$ cat config.mk
export PLATFORM = sky130hd
export DESIGN_NAME = yazmac_yazma_hakemi_flat
export DESIGN_NICKNAME = d
export VERILOG_FILES = /design/src/rtl/yazmac_yazma_hakemi_pkg.sv /design/src/rtl/yazmac_yazma_hakemi_if.sv /design/src/rtl/yazmac_yazma_hakemi_yazma_tamponu.sv /design/src/rtl/yazmac_yazma_hakemi.sv /design/src/flat_wrapper.sv
export SDC_FILE = /design/constraint.sdc
export NUM_CORES = 1
export LEC_CHECK = 0
export ABC_CLOCK_PERIOD_IN_PS = 3900
export CORE_MARGIN = 2
export CORE_UTILIZATION = 50
export DETAILED_ROUTE_END_ITERATION = 7
export GPL_TIMING_DRIVEN = 0
export PLACE_DENSITY = 0.83
export SLEW_MARGIN = 5
export SYNTH_ARGS = -nofsm -noshare
export SYNTH_HDL_FRONTEND = slang
export SYNTH_HIERARCHICAL = 1
export SYNTH_SLANG_ARGS = --single-unit
$ cat constraint.sdc
create_clock -name clk_i -period 3.9 [get_ports clk_i]
set_input_delay 0.39 -clock clk_i [delete_from_list [all_inputs] [get_ports clk_i]]
set_output_delay 0.39 -clock clk_i [all_outputs]
set_load 0.01 [all_outputs]
$ cat src/rtl/yazmac_yazma_hakemi_pkg.sv
// Shared widths, arbiter state encoding and the buffered write entry type
// for the register-file write arbiter.
package yazmac_yazma_hakemi_pkg;

  localparam int VERI_BIT    = 32;
  localparam int YAZMAC_BIT  = 5;
  localparam int UOP_TAG_BIT = 6;

  localparam logic LOW  = 1'b0;
  localparam logic HIGH = 1'b1;

  typedef enum logic {
    NORMAL = 1'b0,
    DURDUR = 1'b1
  } hakem_durum_e;

  typedef struct packed {
    logic [VERI_BIT-1:0]    veri;
    logic [YAZMAC_BIT-1:0]  adres;
    logic [UOP_TAG_BIT-1:0] etiket;
  } yazma_girdisi_t;

  function automatic logic [3:0] doygun_artir(input logic [3:0] s);
    return (s == 4'hF) ? s : s + 4'd1;
  endfunction

endpackage

$ cat src/rtl/yazmac_yazma_hakemi_if.sv
// Writeback, multi-cycle result and register-file write port signals.
interface yazmac_yazma_hakemi_if;
  import yazmac_yazma_hakemi_pkg::*;

  logic                   gy_gecerli_i;
  logic [VERI_BIT-1:0]    gy_veri_i;
  logic [YAZMAC_BIT-1:0]  gy_adres_i;
  logic [UOP_TAG_BIT-1:0] gy_etiket_i;

  logic                   cb_gecerli_i;
  logic [VERI_BIT-1:0]    cb_veri_i;
  logic [YAZMAC_BIT-1:0]  cb_adres_i;
  logic [UOP_TAG_BIT-1:0] cb_etiket_i;
  logic                   cb_hazir_o;

  logic                   boru_durdur_o;

  logic                   yo_gecerli_o;
  logic [VERI_BIT-1:0]    yo_veri_o;
  logic [YAZMAC_BIT-1:0]  yo_adres_o;
  logic [UOP_TAG_BIT-1:0] yo_etiket_o;
  logic                   yo_kaynak_o;

  modport master (
    output gy_gecerli_i, gy_veri_i, gy_adres_i, gy_etiket_i,
    output cb_gecerli_i, cb_veri_i, cb_adres_i, cb_etiket_i,
    input  cb_hazir_o, boru_durdur_o,
    input  yo_gecerli_o, yo_veri_o, yo_adres_o, yo_etiket_o, yo_kaynak_o
  );

  modport slave (
    input  gy_gecerli_i, gy_veri_i, gy_adres_i, gy_etiket_i,
    input  cb_gecerli_i, cb_veri_i, cb_adres_i, cb_etiket_i,
    output cb_hazir_o, boru_durdur_o,
    output yo_gecerli_o, yo_veri_o, yo_adres_o, yo_etiket_o, yo_kaynak_o
  );
endinterface

$ cat src/rtl/yazmac_yazma_hakemi_yazma_tamponu.sv
// Two-entry FIFO holding multi-cycle unit results until the write port is granted.
module yazma_tamponu
  import yazmac_yazma_hakemi_pkg::*;
(
  input  logic           clk_i,
  input  logic           rstn_i,
  input  logic           it,
  input  yazma_girdisi_t it_girdi,
  input  logic           cek,
  output yazma_girdisi_t bas,
  output logic [1:0]     sayi
);

  yazma_girdisi_t mem [2];
  logic           yaz_ptr;
  logic           oku_ptr;
  logic           it_gecerli;
  logic           cek_gecerli;

  // A full buffer refuses pushes even when the head leaves in the same cycle.
  assign it_gecerli  = it && (sayi != 2'd2);
  assign cek_gecerli = cek && (sayi != 2'd0);
  assign bas         = mem[oku_ptr];

  always_ff @(posedge clk_i) begin
    if (it_gecerli) begin
      mem[yaz_ptr] <= it_girdi;
    end
  end

  always_ff @(posedge clk_i) begin
    if (!rstn_i) begin
      yaz_ptr <= LOW;
      oku_ptr <= LOW;
      sayi    <= 2'd0;
    end else begin
      if (it_gecerli)  yaz_ptr <= ~yaz_ptr;
      if (cek_gecerli) oku_ptr <= ~oku_ptr;
      case ({it_gecerli, cek_gecerli})
        2'b10:   sayi <= sayi + 2'd1;
        2'b01:   sayi <= sayi - 2'd1;
        default: sayi <= sayi;
      endcase
    end
  end

endmodule

$ cat src/rtl/yazmac_yazma_hakemi.sv
// Register-file write port arbiter: pipeline writeback vs buffered multi-cycle results.
//   state  | meaning
//   NORMAL | pipeline has priority, buffer head written when pipeline is idle
//   DURDUR | pipeline stalled for one cycle, buffer head is written
module yazmac_yazma_hakemi
  import yazmac_yazma_hakemi_pkg::*;
#(
  parameter int ESIK = 4
) (
  input  logic                  clk_i,
  input  logic                  rstn_i,
  yazmac_yazma_hakemi_if.slave  bus
);

  localparam logic [4:0] ESIK_5 = 5'(ESIK);

  hakem_durum_e   durum_q, durum_d;
  logic [3:0]     sayac_q, sayac_d;
  logic [1:0]     sayi;
  yazma_girdisi_t bas;
  yazma_girdisi_t cb_girdi;
  yazma_girdisi_t gy_girdi;
  yazma_girdisi_t yo_q;
  logic           yo_gecerli_q;
  logic           yo_kaynak_q;
  logic           gy_ok;
  logic           cb_it;
  logic           gy_kazan;
  logic           bas_kazan;

  assign gy_girdi = '{veri: bus.gy_veri_i, adres: bus.gy_adres_i, etiket: bus.gy_etiket_i};
  assign cb_girdi = '{veri: bus.cb_veri_i, adres: bus.cb_adres_i, etiket: bus.cb_etiket_i};

  // Writes to x0 are dropped at the inputs; the cb handshake still completes.
  assign gy_ok = bus.gy_gecerli_i && (bus.gy_adres_i != '0);
  assign cb_it = bus.cb_gecerli_i && bus.cb_hazir_o && (bus.cb_adres_i != '0);

  assign bus.cb_hazir_o    = (sayi != 2'd2) && rstn_i;
  assign bus.boru_durdur_o = (durum_q == DURDUR);

  yazma_tamponu u_tampon (
    .clk_i    (clk_i),
    .rstn_i   (rstn_i),
    .it       (cb_it),
    .it_girdi (cb_girdi),
    .cek      (bas_kazan),
    .bas      (bas),
    .sayi     (sayi)
  );

  always_ff @(posedge clk_i) begin
    if (!rstn_i) begin
      durum_q <= NORMAL;
      sayac_q <= 4'd0;
    end else begin
      durum_q <= durum_d;
      sayac_q <= sayac_d;
    end
  end

  always_comb begin
    durum_d   = durum_q;
    sayac_d   = sayac_q;
    gy_kazan  = LOW;
    bas_kazan = LOW;
    if (durum_q == DURDUR) begin
      bas_kazan = (sayi != 2'd0);
      durum_d   = NORMAL;
    end else if (gy_ok) begin
      gy_kazan = HIGH;
    end else if (sayi != 2'd0) begin
      bas_kazan = HIGH;
    end
    if ((sayi == 2'd0) || bas_kazan) begin
      sayac_d = 4'd0;
    end else begin
      sayac_d = doygun_artir(sayac_q);
    end
    // The stall is decided on the increment that would reach the threshold.
    if ((durum_q == NORMAL) && (sayi != 2'd0) && !bas_kazan &&
        (({1'b0, sayac_q} + 5'd1) >= ESIK_5)) begin
      durum_d = DURDUR;
    end
  end

  always_ff @(posedge clk_i) begin
    if (!rstn_i) begin
      yo_gecerli_q <= LOW;
      yo_kaynak_q  <= LOW;
      yo_q         <= '0;
    end else if (gy_kazan || bas_kazan) begin
      yo_gecerli_q <= HIGH;
      yo_kaynak_q  <= bas_kazan;
      yo_q         <= bas_kazan ? bas : gy_girdi;
    end else begin
      yo_gecerli_q <= LOW;
    end
  end

  assign bus.yo_gecerli_o = yo_gecerli_q;
  assign bus.yo_kaynak_o  = yo_kaynak_q;
  assign bus.yo_veri_o    = yo_q.veri;
  assign bus.yo_adres_o   = yo_q.adres;
  assign bus.yo_etiket_o  = yo_q.etiket;

endmodule

$ cat src/flat_wrapper.sv
// flat-port wrapper written by rule: the top's interface ports become plain ports
module yazmac_yazma_hakemi_flat import yazmac_yazma_hakemi_pkg::*;
#(
  parameter int ESIK = 4
)
  (clk_i, rstn_i, bus_gy_gecerli_i, bus_gy_veri_i, bus_gy_adres_i, bus_gy_etiket_i, bus_cb_gecerli_i, bus_cb_veri_i, bus_cb_adres_i, bus_cb_etiket_i, bus_cb_hazir_o, bus_boru_durdur_o, bus_yo_gecerli_o, bus_yo_veri_o, bus_yo_adres_o, bus_yo_etiket_o, bus_yo_kaynak_o);
  yazmac_yazma_hakemi_if bus_i ();
  input  logic clk_i;
  input  logic rstn_i;
  input wire logic [$bits(bus_i.gy_gecerli_i)-1:0] bus_gy_gecerli_i;
  input wire logic [$bits(bus_i.gy_veri_i)-1:0] bus_gy_veri_i;
  input wire logic [$bits(bus_i.gy_adres_i)-1:0] bus_gy_adres_i;
  input wire logic [$bits(bus_i.gy_etiket_i)-1:0] bus_gy_etiket_i;
  input wire logic [$bits(bus_i.cb_gecerli_i)-1:0] bus_cb_gecerli_i;
  input wire logic [$bits(bus_i.cb_veri_i)-1:0] bus_cb_veri_i;
  input wire logic [$bits(bus_i.cb_adres_i)-1:0] bus_cb_adres_i;
  input wire logic [$bits(bus_i.cb_etiket_i)-1:0] bus_cb_etiket_i;
  output wire logic [$bits(bus_i.cb_hazir_o)-1:0] bus_cb_hazir_o;
  output wire logic [$bits(bus_i.boru_durdur_o)-1:0] bus_boru_durdur_o;
  output wire logic [$bits(bus_i.yo_gecerli_o)-1:0] bus_yo_gecerli_o;
  output wire logic [$bits(bus_i.yo_veri_o)-1:0] bus_yo_veri_o;
  output wire logic [$bits(bus_i.yo_adres_o)-1:0] bus_yo_adres_o;
  output wire logic [$bits(bus_i.yo_etiket_o)-1:0] bus_yo_etiket_o;
  output wire logic [$bits(bus_i.yo_kaynak_o)-1:0] bus_yo_kaynak_o;
  assign bus_i.gy_gecerli_i = bus_gy_gecerli_i;
  assign bus_i.gy_veri_i = bus_gy_veri_i;
  assign bus_i.gy_adres_i = bus_gy_adres_i;
  assign bus_i.gy_etiket_i = bus_gy_etiket_i;
  assign bus_i.cb_gecerli_i = bus_cb_gecerli_i;
  assign bus_i.cb_veri_i = bus_cb_veri_i;
  assign bus_i.cb_adres_i = bus_cb_adres_i;
  assign bus_i.cb_etiket_i = bus_cb_etiket_i;
  assign bus_cb_hazir_o = bus_i.cb_hazir_o;
  assign bus_boru_durdur_o = bus_i.boru_durdur_o;
  assign bus_yo_gecerli_o = bus_i.yo_gecerli_o;
  assign bus_yo_veri_o = bus_i.yo_veri_o;
  assign bus_yo_adres_o = bus_i.yo_adres_o;
  assign bus_yo_etiket_o = bus_i.yo_etiket_o;
  assign bus_yo_kaynak_o = bus_i.yo_kaynak_o;
  yazmac_yazma_hakemi #(.ESIK(ESIK)) u_core (.clk_i(clk_i), .rstn_i(rstn_i), .bus(bus_i));
endmodule
==> results.yml, run 1 <==
status:
  outcome: "complete, no violations"
power_and_ir_drop:
  irDropWorstVdd_uv: 262
  power_density_mw_per_mm2: 465
  leakagePower_uw: 0.00302
worst_setup_path:
  cp.depth: 8
  crit_buf_inv: 4
  start_kind: "primary input"
  cp-end-kind: "flop"
  critPathKind: "primary input to flop"
  crit_fanout: 30
  cpPeakStageDelay_ps: 570
  path_cells: "clkdlybuf4s50_1, clkbuf_1, inv_1, a21oi_1, o211a_1, nand2_1, nor2_4, buf_12"
  worst_ep_arrival_time_ps: 3260
  cpLargestDelayFamily: "buffers and inverters"
  rr_worst_depth: 8
  cp.required_ps: 4000
  cp_slowest_cell: "clkdlybuf4s50_1"
sta:
  finalHoldViolations: 0
  maxSlewHeadroom: 0.637
  fin_ws_ps: 744
  tightest_slew_ps: 538
  post-route-period-util: 0.809
  timing.fmax_mhz: 317
  hold-worst-slack_ps: 532
  finalSetupViolations: 0
  final_max_slew_viol_count: 0
  final.setup_skew_ps: 7.96
  finalCriticalPeriod_ps: 3160
  rsz0062_at_grt: "no"
place:
  gp_congestion: 0.788
  io_buffers: 136
  place_area_mm2: 0.00770
  hpwlAfterDp_um: 10400
  pre_cts_ws_ps: 388
global_routing:
  antenna_found_initial: 0
  grt_pass1_wl_um: 23100
  grt_pass1_vias: 4651
  grt_max_degree: 33
  grt_usage: 0.232
  grt-ovfl-total: 0
logic_synthesis:
  synth-compound-area-share: 0.0982
  netlist_area_mm2: 0.00610
  yosysTopAreaCell: "edfxtp_1"
  syn_nets: 569
  synth_top_family_by_area: "multiplexers"
  synth_mux_area_frac: 0.153
  yosysTopAreaCellShare: 0.423
  synthAdderAreaFrac: 0.00615
  yosysUniqueCellTypes: 37
  ys_seq_area_frac: 0.604
  synth-seq-cells: 141
  syn_inst: 476
  synth_xor_xnor_area_share: 0.00718
  synth_top_cells_by_area: "edfxtp_1 (42%), dfxtp_1 (18%), mux2_1 (7.4%), mux2i_1 (7.4%), o21a_1 (4.8%)"
  syn_area_per_cell_um2: 12.8
  synth-simple-area-share: 0.0968
  synth_warnings: 6
routing:
  dr.max_layer_used: "met4"
  drc: 0
  wl_met1_um: 6230
  firstDrtPassIters: 5
  met2_length_um: 7470
  via_per_inst: 5.54
  drtIter0Drc: 359
  routed_wl_um: 14900
  ant_nets: 0
  vias: 4390
  wl_met3_um: 918
  wl_per_cell_um: 18.8
clocking:
  clockBufferDepth: 2
  clk_pin_slew_ps: 50
  htreeDepth: 4
  clock-sinks: 141
  cts_buffers: 17
  clock_latency_ps: 410
  hold_buffers: 0
  cts_repair_resize_count: 0
  post-cts-setup-buffers: 0
  cts_tree: "built"
  root_buffer: "clkbuf_16"
die:
  initial_utilization: 0.510
  die_y_um: 114
  io_pins: 137
  num_rows: 40
  die_x_um: 114
  dieArea_mm2: 0.0131
  core_area_mm2: 0.0120
final_layout:
  area_growth_pct: 35.7
  fin_area_mm2: 0.00828
  diodes: 0
  finish.net_count: 726
  drive_above_1_share: 0.0774
  final_common_cell: "clkdlybuf4s50_1"
  layout_common_cells: "clkdlybuf4s50_1 (136), edfxtp_1 (86), dfxtp_1 (55)"
  fillerInstances: 891
min_path:
  hp-class: "primary input to flop"
  whs_path_depth: 3
flow_run:
  cap_violations: 0
## cell type report
| class | instances | area (um^2) | share of cell area |
|---|---|---|---|
| Multi-Input combinational cell | 294 | 2210 | 0.267 |
| Timing Repair Buffer | 138 | 1400 | 0.169 |
| Sequential cell | 141 | 3680 | 0.445 |
| Clock buffer | 26 | 543 | 0.0656 |
| Buffer | 37 | 199 | 0.0240 |
| Tap cell | 147 | 184 | 0.0222 |
| Clock inverter | 6 | 43.8 | 0.00529 |
| Inverter | 4 | 15.0 | 0.00181 |
## sequential cells by signal, indices dropped and copies added (netlist names), named ones only
| register | flops |
|---|---|
| u_core/bus.boru_durdur_o | 1 |
| u_core/bus.yo_adres_o | 5 |
| u_core/bus.yo_etiket_o | 6 |
| u_core/bus.yo_gecerli_o | 1 |
| u_core/bus.yo_kaynak_o | 1 |
| u_core/bus.yo_veri_o | 32 |
| u_core/sayac_q | 4 |
| u_core/u_tampon/mem | 86 |
| u_core/u_tampon/oku_ptr | 1 |
| u_core/u_tampon/sayi | 2 |
| u_core/u_tampon/yaz_ptr | 1 |
## cell families (layout without fill, tap and decap cells)
logic type	after synthesis	after routing
flip-flops	141	141
AO/OA/AOI/OAI	94	94
adder cells (fa/ha/maj)	3	3
buffers and inverters	41	211
AND/OR/NAND/NOR	104	104
multiplexers	88	88
XOR/XNOR	5	5
## report_power, final
group / internal [uW] / leakage, uW / switching, uW
Combinational: 306 / 0.00149 / 279
Clock: 965 / 0.000291 / 593
Sequential: 1670 / 0.00124 / 36.8
## synthesized netlist by cell type, drive strengths merged
master / count
a211oi: 1
a21boi: 2
a21o: 1
a21oi: 2
and2: 1
buf: 12
clkbuf: 25
dfxtp: 55
edfxtp: 86
ha: 3
inv: 4
mux2: 43
mux2i: 45
nand2: 39
nand2b: 2
nand3: 8
nand3b: 1
nor2: 3
nor2b: 3
nor3: 6
nor3b: 38
o211a: 1
o21a: 40
o21ai: 42
o31ai: 5
or3: 1
or4: 2
xnor2: 5
## routing by layer
| metal | up-vias | global-route usage |
|---|---|---|
| li1 | 2066 | - |
| met3 | 27 | 0.0461 |
| met2 | 185 | 0.405 |
| met1 | 2112 | 0.284 |
| met4 | 0 | 0.0894 |
| met5 | - | 0 |
## path summary, 6_finish.rpt
kind	startpoint	to	slack, ps
setup / recovery	rstn_i	u_core/u_tampon/mem[1][15]	740
hold / removal	bus_gy_veri_i[19]	u_core/bus.yo_veri_o[19]	530
setup reg to reg	u_core/u_tampon/sayi[0]	u_core/u_tampon/mem[1][15]	880
hold reg to reg	u_core/u_tampon/oku_ptr	u_core/u_tampon/oku_ptr	540
## worst reg2reg max path: stages (launching register included)
cell and delay [ps]:
dfxtp_1 410, clkbuf_1 300, clkbuf_1 430, inv_1 80, a21oi_1 330, o211a_1 300
nand2_1 140, nor2_4 430, buf_12 290
## stage by stage
stage	total power (uW)	std cells	utilization	setup TNS, ps
CTS	3880	793	0.692	0
global placement	2300	759	0.639	-90670
detailed placement	2320	761	0.643	0
finish	3850	793	0.692	0
global route	3980	793	0.692	0
floorplan	2030	476	-	0
Power figures use the tool's default switching activity.
==> run 2: changes to the inputs <==
ABC_CLOCK_PERIOD_IN_PS = 3000   (was 3900)
clock period = 3 ns   (was 3.9 ns; I/O delays follow)
==> run 2 against run 1 <==
Final cell count shrank 0.13%. Clock power increased by 29%. Highest routed layer unchanged. Register-to-register slack lost 640 ps. Sequential power increased by 30%. Critical path depth is 1 lower.
==> results.yml, run 2 (synthesis gave the netlist of run 1 again) <==
status:
  outcome: "complete, no violations"
final_layout:
  final_common_cell: "clkdlybuf4s50_1"
  finish.net_count: 725
  fin_area_mm2: 0.00827
  area_growth_pct: 35.4
  layout_common_cells: "clkdlybuf4s50_1 (136), edfxtp_1 (86), dfxtp_1 (55)"
  largest_reg_flops: 86
  drive_above_1_share: 0.0837
  fillerInstances: 866
  postLayoutCoreUtil: 0.691
  diodes: 0
  largest-register: "u_core/u_tampon/mem"
die:
  io_pins: 137
  core_area_mm2: 0.0120
  die_x_um: 114
  num_rows: 40
  dieArea_mm2: 0.0131
  initial_utilization: 0.510
  die_y_um: 114
clocking:
  post-cts-setup-buffers: 0
  clockBufferDepth: 2
  clk_pin_slew_ps: 60
  hold_buffers: 0
  htreeDepth: 4
  cts_tree: "built"
  clock_latency_ps: 410
  root_buffer: "clkbuf_16"
  clock-sinks: 141
  cts_buffers: 17
global_routing:
  grt_pass1_wl_um: 23100
  grt-ovfl-total: 0
  antenna_found_initial: 0
  grt_pass1_vias: 4542
  grt_usage: 0.230
  grt_max_degree: 23
sta:
  rsz0062_at_grt: "no"
  tns_ps: 0
  finalCriticalPeriod_ps: 2770
  post-route-period-util: 0.923
  timing.fmax_mhz: 361
  tightest_slew_ps: 770
  finalSetupViolations: 0
  maxSlewHeadroom: 0.486
  hold-worst-slack_ps: 446
  finalHoldViolations: 0
  final.setup_skew_ps: 11.3
  final_max_slew_viol_count: 0
power_and_ir_drop:
  finalPower_uw: 5000
  leakagePower_uw: 0.00302
  irDropWorstVdd_uv: 343
  power_density_mw_per_mm2: 604
routing:
  wl_per_cell_um: 18.7
  ant_nets: 0
  vias: 4423
  routed_wl_um: 14800
  drtIter0Drc: 305
  drc: 0
  via_per_inst: 5.58
  firstDrtPassIters: 5
worst_setup_path:
  critPathKind: "primary input to flop"
  crit_fanout: 22
  cp-end-kind: "flop"
  worst_ep_arrival_time_ps: 2800
  path_cells: "clkdlybuf4s50_1, clkbuf_2, inv_1, a21oi_1, o211a_1, nand2_1, nor2_4"
  cp.required_ps: 3030
  start_kind: "primary input"
  cp_slowest_cell: "nor2_4"
  cpPeakStageDelay_ps: 640
place:
  io_buffers: 136
  place_area_mm2: 0.00768
  gp_congestion: 0.795
  hpwlAfterDp_um: 9950
flow_run:
  cap_violations: 0
min_path:
  hp-class: "primary input to flop"
-- run 2: cell count changes in the layout (fill, tap and decap cells not counted), moves of 2 or more --
cell	change
clkbuf_16	-3
clkinv_2	+5
inv_4	-2
clkbuf_2	+3
bufinv_16	+2
buf_12	-2
clkbuf_1	-4
-- run 2: what timing repair did --
action,CTS,global route
endpoints found under the hold margin,0,0
pin swaps,1,1
cloned,1,0
gates resized for setup,3,3
setup endpoints to repair,65,64
-- run 2: through the flow --
step / setup slack (ps) / instances
final: 232 / 792
after detailed placement: -775 / 760
after floorplan: 188 / 476
after global routing: 74.2 / 792
after global placement: -1070 / 759
after CTS: 6.10 / 793
-- run 2: routing by layer --
layer  up-vias  track usage  part of all wire
li1       2063            -                 -
met1      2167        0.294              0.42
met2       180        0.389              0.50
met3        13       0.0556             0.064
met4         0       0.0724             0.010
met5         -            0                 0
-- run 2: final timing paths --
kind / slack, ps / cells after the start / to / start
setup reg to reg: 240 / 7 / u_core/u_tampon/mem[1][37] / u_core/u_tampon/sayi[0]
hold / removal: 450 / 3 / u_core/bus.yo_etiket_o[2] / bus_gy_etiket_i[2]
setup / recovery: 230 / 7 / u_core/u_tampon/mem[1][37] / rstn_i
hold reg to reg: 540 / 2 / u_core/bus.yo_kaynak_o / u_core/bus.yo_kaynak_o
-- run 2: power breakdown --
group	internal, uW	switching (uW)	leakage (uW)
sequential	2180	47.1	0.00124
clock	1240	764	0.000281
combinational	399	365	0.00149
-- run 2: final cells by class --
class,instances,area (um^2),share of cell area
tap,147,184,0.0223
sequential,141,3680,0.446
clock inverter,11,119,0.0144
multi-input combinational,295,2220,0.269
buffer,36,199,0.0241
timing repair buffer,137,1390,0.168
inverter,4,16.3,0.00197
clock buffer,21,450,0.0545
-- run 2: critical path: cells and delay by family --
kind / cells / cell delay [ps]
AO/OA/AOI/OAI: 2 / 570
buffers and inverters: 3 / 1100
AND/OR/NAND/NOR: 2 / 820
==> run 3: changes to the inputs <==
CORE_UTILIZATION = 40   (was 50)
PLACE_DENSITY = 0.7   (was 0.83)
==> run 3 against run 2 <==
Non-clock buffer count stayed put. Global-route usage is 3.6 points lower. Via count is 3.7% lower. Design area is 0.64% higher. Combinational power hardly changed. Clock skew is 5.3 ps lower. Clock-buffer cell count is 3 higher. Final cell count is 5.2% higher. Die area is 24% higher. Register-to-register slack better by 40 ps. Clock power is 2% higher. Sequential cell count stayed put.
==> results.yml, run 3 (synthesis gave the netlist of run 1 again) <==
clocking:
  clockBufferDepth: 2
  cts_tree: "built"
  clock_latency_ps: 420
  clock-sinks: 141
  htreeDepth: 4
  post-cts-setup-buffers: 0
  clk_pin_slew_ps: 60
  root_buffer: "clkbuf_16"
  cts_buffers: 17
sta:
  hold-worst-slack_ps: 431
  rsz0062_at_grt: "no"
  final.setup_skew_ps: 5.92
  tightest_slew_ps: 783
  finalHoldViolations: 0
  finalSetupViolations: 0
  post-route-period-util: 0.905
  maxSlewHeadroom: 0.477
  tns_ps: 0
  final_max_slew_viol_count: 0
  timing.fmax_mhz: 368
  finalCriticalPeriod_ps: 2720
power_and_ir_drop:
  power_frac_comb: 0.151
  power_density_mw_per_mm2: 606
  swShare: 0.235
  power_frac_seq: 0.441
  clkPwrFrac: 0.408
  intPower_uw: 3860
  p_sw_uw: 1180
  leakagePower_uw: 0.00301
  irDropWorstVdd_uv: 377
final_layout:
  area_growth_pct: 36.3
  largest_reg_flops: 86
  multi_input_area_mm2: 0.00223
  largest-register: "u_core/u_tampon/mem"
  fillerInstances: 1271
  drive_above_1_share: 0.0822
  seqCellArea_mm2: 0.00368
  layout_common_cells: "clkdlybuf4s50_1 (136), edfxtp_1 (86), dfxtp_1 (55)"
  final_common_cell: "clkdlybuf4s50_1"
  finalNonFillerCells: 833
  finish.net_count: 725
  diodes: 0
place:
  io_buffers: 136
  hpwlAfterDp_um: 10400
  post-place-cells: 801
  gp_congestion: 0.737
worst_setup_path:
  worst_ep_arrival_time_ps: 2760
  crit_fanout: 22
  cp.required_ps: 3050
  critPathKind: "flop to flop"
  start_kind: "flop"
  cp-end-kind: "flop"
routing:
  firstDrtPassIters: 4
  drtIter0Drc: 263
  drc: 0
  routed_wl_um: 15200
  wl_per_cell_um: 18.2
  vias: 4259
  ant_nets: 0
  via_per_inst: 5.11
die:
  core_area_mm2: 0.0150
  initial_utilization: 0.406
  io_pins: 137
  dieArea_mm2: 0.0163
  die_x_um: 128
  num_rows: 45
  die_y_um: 128
min_path:
  hp-class: "primary input to flop"
global_routing:
  grt_max_degree: 32
  antenna_found_initial: 0
  grt_usage: 0.194
  grt-ovfl-total: 0
  grt_pass1_vias: 4646
  grt_pass1_wl_um: 24000
flow_run:
  cap_violations: 0
status:
  outcome: "complete, no violations"
-- run 3: changes by cell type in the layout (fill, tap and decap cells not counted), sizes merged --
cell,previous run,this run
clkbuf,46,49
clkinvlp,1,2
clkinv,8,4
-- run 3: worst max-delay path: stages, from the launching register on --
cell,delay (ps)
dfxtp_1,430
clkbuf_2,230
clkbuf_2,270
inv_1,90
a21oi_2,210
o211a_1,260
nand2_1,190
nor2_4,650
-- run 3: path summary, 6_finish.rpt --
path	endpoint	start	cells after the start	slack, ps
min	u_core/bus.yo_veri_o[1]	bus_gy_veri_i[1]	3	430
min reg2reg	u_core/bus.yo_kaynak_o	u_core/bus.yo_kaynak_o	2	510
max	u_core/u_tampon/mem[1][30]	u_core/u_tampon/sayi[0]	7	280
max reg2reg	u_core/u_tampon/mem[1][30]	u_core/u_tampon/sayi[0]	7	280
-- run 3: power by group through the flow --
stage	Clock (uW)	Combinational [uW]	Sequential (uW)
2_1_floorplan	0	360	2280
3_3_place_gp	0	740	2260
3_5_place_dp	0	762	2260
4_1_cts	2080	771	2220
5_1_grt	2170	832	2240
6_report	2050	763	2220
-- run 3: layout make-up --
class / count / area share
buffer: 36 / 0.0239
clock buffer: 24 / 0.0579
clock inverter: 8 / 0.0113
inverter: 4 / 0.00181
multi-input combinational: 295 / 0.268
sequential: 141 / 0.443
tap: 188 / 0.0283
timing repair buffer: 137 / 0.166
-- run 3: metrics by stage --
step,instance area (um^2),power (uW),utilization,setup WS [ps]
after floorplan,6110,2640,-,188
after global placement,7710,3000,0.513,-1120
after detailed placement,7730,3030,0.514,-893
after CTS,8310,5080,0.553,9.40
after global routing,8320,5240,0.553,57.5
final,8320,5040,0.553,285
-- run 3: layer usage --
layer,GRT usage,vias up,share of wire
li1,-,2066,-
met1,0.244,2059,0.46
met2,0.320,112,0.48
met3,0.0515,22,0.046
met4,0.0750,0,0.016
met5,0,-,0
-- run 3: timing repair --
action	CTS	global route
hold buffers	0	0
pin swaps	1	2
gates cloned	1	0
gates resized for setup	3	3
endpoints found under the setup margin	45	44
